### config.mk
export PLATFORM = sky130hd
export DESIGN_NAME = avg_tree_pipe
export DESIGN_NICKNAME = d
export VERILOG_FILES = /design/src/rtl/avg_tree_pipe.sv
export SDC_FILE = /design/constraint.sdc
export NUM_CORES = 1
export LEC_CHECK = 0
export ABC_AREA = 1
export CELL_PAD_IN_SITES_DETAIL_PLACEMENT = 1
export CELL_PAD_IN_SITES_GLOBAL_PLACEMENT = 1
export CORE_ASPECT_RATIO = 1.1
export CORE_MARGIN = 3
export CORE_UTILIZATION = 40
export DETAILED_ROUTE_END_ITERATION = 8
export PLACE_DENSITY_LB_ADDON = 0.1
export SYNTH_ARGS = -nofsm -noshare
export SYNTH_HDL_FRONTEND = slang
export SYNTH_SLANG_ARGS = --single-unit
### constraint.sdc
create_clock -name Clk -period 5.1 [get_ports Clk]
set_clock_uncertainty 0.15 [all_clocks]
set_input_delay 1.02 -clock Clk [delete_from_list [all_inputs] [get_ports Clk]]
set_output_delay 1.02 -clock Clk [all_outputs]
set_load 0.02 [all_outputs]
### src/rtl/avg_tree_pipe.sv
`timescale 1ns/1ps
// avg_tree_pipe: streaming averager for 2^LOG2_N words, built from a registered adder tree and a shift stage.
// Define AVG_SAT_EN to saturate out_data when the shifted sum overflows DATAWIDTH; otherwise it truncates.
module avg_tree_pipe #(
  parameter int DATAWIDTH = 16,
  parameter int LOG2_N    = 3,
  parameter int SAWIDTH   = 8
) (
  input  logic                             Clk,
  input  logic                             Rst,
  input  logic [(1<<LOG2_N)*DATAWIDTH-1:0] in_data,
  input  logic                             in_valid,
  output logic                             in_ready,
  input  logic                             mode,
  input  logic [SAWIDTH-1:0]               sa,
  output logic [DATAWIDTH+LOG2_N-1:0]      out_sum,
  output logic [DATAWIDTH-1:0]             out_data,
  output logic                             out_valid,
  input  logic                             out_ready
);
  localparam int N     = 1 << LOG2_N;
  localparam int SW    = DATAWIDTH + LOG2_N;
  localparam int NODES = 2 * N - 1;
  localparam int TOP   = NODES - 1;

  logic                         adv;
  logic                         accept;
  logic [SAWIDTH-1:0]           amtIn;
  logic [NODES*SW-1:0]          treeSum_q, treeSum_d;
  logic [LOG2_N:0]              valid_q, valid_d;
  logic [LOG2_N:0][SAWIDTH-1:0] shiftAmt_q, shiftAmt_d;
  logic [SW-1:0]                finalSum;
  logic [SW-1:0]                shiftedSum;
  logic [SAWIDTH-1:0]           finalAmt;
  logic [SW-1:0]                outSum_q;
  logic [DATAWIDTH-1:0]         outData_q, outData_d;
  logic                         outValid_q;

  // The whole pipeline advances together; the only combinational path is out_ready/out_valid -> in_ready.
  assign adv      = !outValid_q || out_ready;
  assign in_ready = adv && Rst;
  assign accept   = in_valid && in_ready;
  assign amtIn    = mode ? sa : SAWIDTH'(LOG2_N);

  // Tree level k occupies nodes starting at 2N - 2*(N>>k); level 0 holds the zero-extended input words.
  always_comb begin
    treeSum_d  = treeSum_q;
    valid_d    = valid_q;
    shiftAmt_d = shiftAmt_q;
    if (adv) begin
      for (int i = 0; i < N; i++) begin
        treeSum_d[i*SW +: SW] = SW'(in_data[i*DATAWIDTH +: DATAWIDTH]);
      end
      for (int k = 1; k <= LOG2_N; k++) begin
        for (int i = 0; i < N / 2; i++) begin
          if (i < (N >> k)) begin
            treeSum_d[(2*N - 2*(N >> k) + i)*SW +: SW] =
              treeSum_q[(2*N - 2*(N >> (k-1)) + 2*i)*SW +: SW] +
              treeSum_q[(2*N - 2*(N >> (k-1)) + 2*i + 1)*SW +: SW];
          end
        end
      end
      for (int k = LOG2_N; k > 0; k--) begin
        valid_d[k]    = valid_q[k-1];
        shiftAmt_d[k] = shiftAmt_q[k-1];
      end
      valid_d[0]    = accept;
      shiftAmt_d[0] = amtIn;
    end
  end

  assign finalSum = treeSum_q[TOP*SW +: SW];
  assign finalAmt = shiftAmt_q[LOG2_N];

  always_comb begin
    shiftedSum = (32'(finalAmt) >= 32'(SW)) ? '0 : (finalSum >> finalAmt);
`ifdef AVG_SAT_EN
    outData_d = ((shiftedSum >> DATAWIDTH) != '0) ? '1 : DATAWIDTH'(shiftedSum);
`else
    outData_d = DATAWIDTH'(shiftedSum);
`endif
  end

  always_ff @(posedge Clk) begin
    if (!Rst) begin
      treeSum_q  <= '0;
      valid_q    <= '0;
      shiftAmt_q <= '0;
      outSum_q   <= '0;
      outData_q  <= '0;
      outValid_q <= 1'b0;
    end else begin
      treeSum_q  <= treeSum_d;
      valid_q    <= valid_d;
      shiftAmt_q <= shiftAmt_d;
      if (adv) begin
        outValid_q <= valid_q[LOG2_N];
        outSum_q   <= finalSum;
        outData_q  <= outData_d;
      end
    end
  end

  assign out_sum   = outSum_q;
  assign out_data  = outData_q;
  assign out_valid = outValid_q;

endmodule
Word level (Yosys, flattened, before mapping)

Cells that the tools add are included.

Order comparisons: 1
Shifts and indexed selects: 1
Add/subtract/negate cells: 7
Muxes and demuxes: 2
Reductions and logical operators: 4

Operators by type and width:

| cell                 | number |
|---|---|
| $add A16 B16 Y17     | 4 |
| $add A19 B19 Y19     | 3 |
| $shr A19 B8 Y16      | 1 |
| $mux W16             | 1 |
| $ge A8 B5 Y1 const B | 1 |
| $mux W8              | 1 |
| $logic_and A1 B1 Y1  | 2 |
| $logic_not A1 Y1     | 1 |
| $logic_or A1 B1 Y1   | 1 |

Register bits after elaboration: 333
Bits of input ports: 141
Word-level logic and storage cells: 24

Logic depth before layout (Yosys ltp)

Depth after elaboration: 4
Gate-level depth with buffers: 13

Worst setup path after synthesis

Ideal clock, no wire load.

Path type: input port to output port
Start: in Rst
End: out in_ready
Path buffers: 1
Stages: 3
Setup slack: 2.312 ns
Data arrival time: 1.618 ns
Cells stage by stage: buf_2 > inv_2 > nor2_1

Cells in the longest elaborated chain, start to end: 1

Ends and longest elaborated chain:

| item                | line | source |
|---|---|---|
| start: declaration  | 10   | `input logic Rst,` |
| $logic_and A1 B1 Y1 | 41   | `assign in_ready = adv && Rst;` |
| end: declaration    | 13   | `output logic in_ready,` |

No other way between the ends.

Worst setup path after layout

Start: in out_ready
End: out in_ready

Cells in the longest elaborated chain, start to end: 2

Ends and longest elaborated chain:

| item                | line | source |
|---|---|---|
| start: declaration  | 19   | `input logic out_ready` |
| $logic_or A1 B1 Y1  | 40   | `assign adv = !outValid_q \|\| out_ready;` |
| $logic_and A1 B1 Y1 | 41   |  |

No other way between the ends.

==> impl_metrics.py <==
metrics = {
    "drt": {
        "m1WireLength_mm": 23.6,
        "wirelength_mm": 50.7,
        "wl_per_cell_um": 15.7,
        "dr_wl_met3_mm": 1.21,
        "top_layer_used": "met4",
        "first_pass_iters": 4,
        "vias": 16500,
        "final_antenna_net_count": 0,
        "drc": 0,
        "via_per_inst": 5.13,
        "wl_met2_mm": 24.8,
        "drt-initial-drc-count": 719,
    },
    "worst_setup_path": {
        "r2r-start": "out_valid",
        "crit_start": "out_ready",
        "reg2regPathDepth": 10,
        "path_class": "in -> out",
        "path_common_cell": "clkdlybuf4s50_1",
        "crit_required_ns": 3.93,
        "timing.rr.end": "out_data[4]",
        "r2r_slack_ns": 2.51,
        "start_kind": "input pin",
        "endpoint_kind": "output port",
        "crit_path_end": "in_ready",
        "crit_fanout": 4,
        "max_stage_delay_ns": 0.63,
        "crit_path_cell_trace": "clkdlybuf4s50_1 -> nor2_4 -> nor2_1 -> clkdlybuf4s50_1",
        "crit_path_top_delay_cell": "clkdlybuf4s50_1",
        "crit_arrival_ns": 2.38,
    },
    "clocking": {
        "cts_htree_levels": 2,
        "cts_setup_buffers": 0,
        "clkTransAtPathRegs_ns": 0.06,
        "cts_tree": "yes",
        "cts_max_path_buffers": 3,
        "cts-root-buf": "clkbuf_16",
        "numCtsBuffers": 39,
        "clock_latency_ns": 0.55,
        "cts_hold_buf": 0,
        "numClockSinks": 323,
        "cts_resized": 0,
    },
    "global_route": {
        "grt_usage_pct": 21.9,
        "grt_pass1_vias": 17100,
        "grt_antenna_before_repair": 0,
        "grt_start_max_net_pins": 214,
        "grt_pass1_wl_mm": 84.3,
        "overflow": 0,
    },
    "synth": {
        "yosysWarnings": 0,
        "syn_inst": 2517,
        "synth-async-reset-ratio_pct": 0,
        "syn-num-nets": 2781,
        "synth-seq-cells": 323,
        "yosysMostFrequentCell": "nand2_1",
        "syn_area_mm2": 0.0175,
        "ys.flop_type": "dfxtp_1",
        "yosysSeqAreaShare_pct": 37.0,
        "synth_cell_types": 39,
        "synth_edf_count": 0,
        "post-synth-top-area-cell": "dfxtp_1",
        "synthTopCellsByCount": "440 x nand2_1, 435 x nor2_1, 323 x dfxtp_1",
        "ys_top_cells_by_area": "dfxtp_1 37%, nand2_1 9.4%, nor2_1 9.3%, o21ai_0 8.4%, ha_1 8.3%",
        "synth_top_area_share_pct": 37.0,
        "postSynthAreaPerCell_um2": 6.95,
    },
    "cells_and_area": {
        "drive_above_1_share_pct": 3.54,
        "regArea_mm2": 0.00647,
        "nets": 2891,
        "fill_cells": 5508,
        "diodes": 0,
        "multi_input_area_mm2": 0.00976,
        "area_delta_synth_final_pct": 19.3,
    },
    "power_and_ir_drop": {
        "power_uw": 7390,
        "vdd_drop_max_mv": 0.200,
        "power.density_mw_per_mm2": 354,
        "power_leakage_uw": 0.0102,
    },
    "sta": {
        "hold_viol": 0,
        "relSlewSlack_pct": 39.1,
        "setup_violations": 0,
        "max_freq_mhz": 282,
        "slew_violations": 0,
        "tightest_slew_ns": 0.913,
        "rsz0062_at_grt": "no",
        "period_needed_ns": 3.55,
        "fin_setup_tns_ns": 0,
        "post-route-period-util_pct": 69.6,
    },
    "job": {
        "drv_cap": 0,
    },
    "floorplan": {
        "die_w_um": 205,
        "dieArea_mm2": 0.0463,
        "core_area_mm2": 0.0427,
        "ioPinCount": 178,
        "initial_core_util_pct": 41.0,
        "dieHeight_um": 225,
        "rows": 79,
    },
    "outcome": {
        "status": "finished, final reports clean",
    },
    "min_path": {
        "holdCritPathClass": "reg -> reg",
    },
    "place": {
        "globalplace.congestion": 0.850,
        "port_buffers": 177,
        "dp_hpwl_mm": 36.9,
    },
}
[state kept, by name, indices dropped and copies added, names as in the netlist]
name and count:
out_data 16, out_sum 19, shiftAmt_q 24, out_valid 1
finalAmt 8, treeSum_q 251, valid_q 4
[critical path, delay by kind of cell]
| kind | cells | cell delay [ns] |
|---|---|---|
| buffers and inverters | 2 | 1.13 |
| AND/OR/NAND/NOR | 2 | 0.23 |
[cell families (layout without fill, tap and decap cells)]
| kind of cell | Yosys count | after routing | share of synthesized area, % |
|---|---|---|---|
| xor gates and xnor gates | 48 | 48 | 2.40 |
| and+or+nand+nor | 1100 | 1100 | 25.6 |
| adders and majority gates | 123 | 123 | 9.10 |
| buffers and inverters | 319 | 458 | 7.28 |
| AOI/OAI and AO/OA | 604 | 604 | 18.7 |
| DFF | 323 | 323 | 37.0 |
[worst min path at each step]
stage                startpoint           to  slack, ns  cells after the start
global placement     valid_q[3]   valid_q[3]       0.29                      2
floorplan            valid_q[3]   valid_q[3]       0.28                      2
finish               valid_q[3]   valid_q[3]       0.31                      2
global route        out_data[8]  out_data[8]       0.34                      2
detailed placement   valid_q[3]    out_valid       0.30                      2
CTS                  valid_q[3]   valid_q[3]       0.31                      2
[report_power, final]
group          switching [µW]  total [µW]  internal [µW]
sequential                205        3000           2790
combinational             943        1590            644
clock                    1110        2810           1700
[metal layers]
metal  global-route usage, %  vias to the layer above
met3                    2.54                       64
met5                       0                        -
met2                    39.4                      154
met4                    5.62                        0
li1                        -                     8552
met1                    27.9                     7748
[layout by cell type, fill, tap and decap left out, types with 2 or more instances in the layout]
cell type        Yosys  final
a21boi_0             2      2
o211ai_1            13     13
nand2_1            440    440
nor2_1             435    435
inv_2                4      4
clkdlybuf4s50_1      0    176
buf_12               0      3
nor3_1               6      6
a21o_1              19     19
or2_1                2      2
clkinv_1             4      3
o31ai_1              3      3
a21oi_2              5      5
xnor2_1             20     20
o21a_1               6      6
o21ai_1             13     13
clkbuf_1            79      8
buf_4                4      6
ha_1               116    116
nand3b_1             5      5
nand4_1              5      5
inv_1              194    194
a211oi_1             5      5
o21ai_2              4      4
clkbuf_16            0     41
clkinvlp_4           0      2
bufinv_16            0      2
a31oi_1             14     14
fa_1                 7      7
o21bai_1            16     16
dfxtp_1            323    323
o221ai_1             9      9
clkbuf_8             0      9
o21ai_0            292    292
a21oi_1            202    202
nand3_1            199    199
nor2_4               4      5
xor2_1              28     28
clkinv_2             0      8
[cell type report]
type	count	area share, %
Clock buffer	58	5.65
Clock inverter	12	0.552
Inverter	202	3.67
Multi-Input combinational cell	1875	46.7
Sequential cell	323	31.0
Tap cell	567	3.40
Timing Repair Buffer	186	9.00
[through the flow]
stage,hold slack [ns],worst slack (ns),instances,util [%],cell area [µm²]
finish,0.306,1.55,3223,48.9,20900
global route,0.336,1.48,3223,48.9,20900
CTS,0.315,1.53,3223,48.9,20900
detailed placement,0.303,1.54,3153,45.8,19600
global placement,0.291,1.54,3153,45.8,19600
floorplan,0.280,2.31,2517,-,17500
No activity file was read; power rests on OpenSTA's default activity.
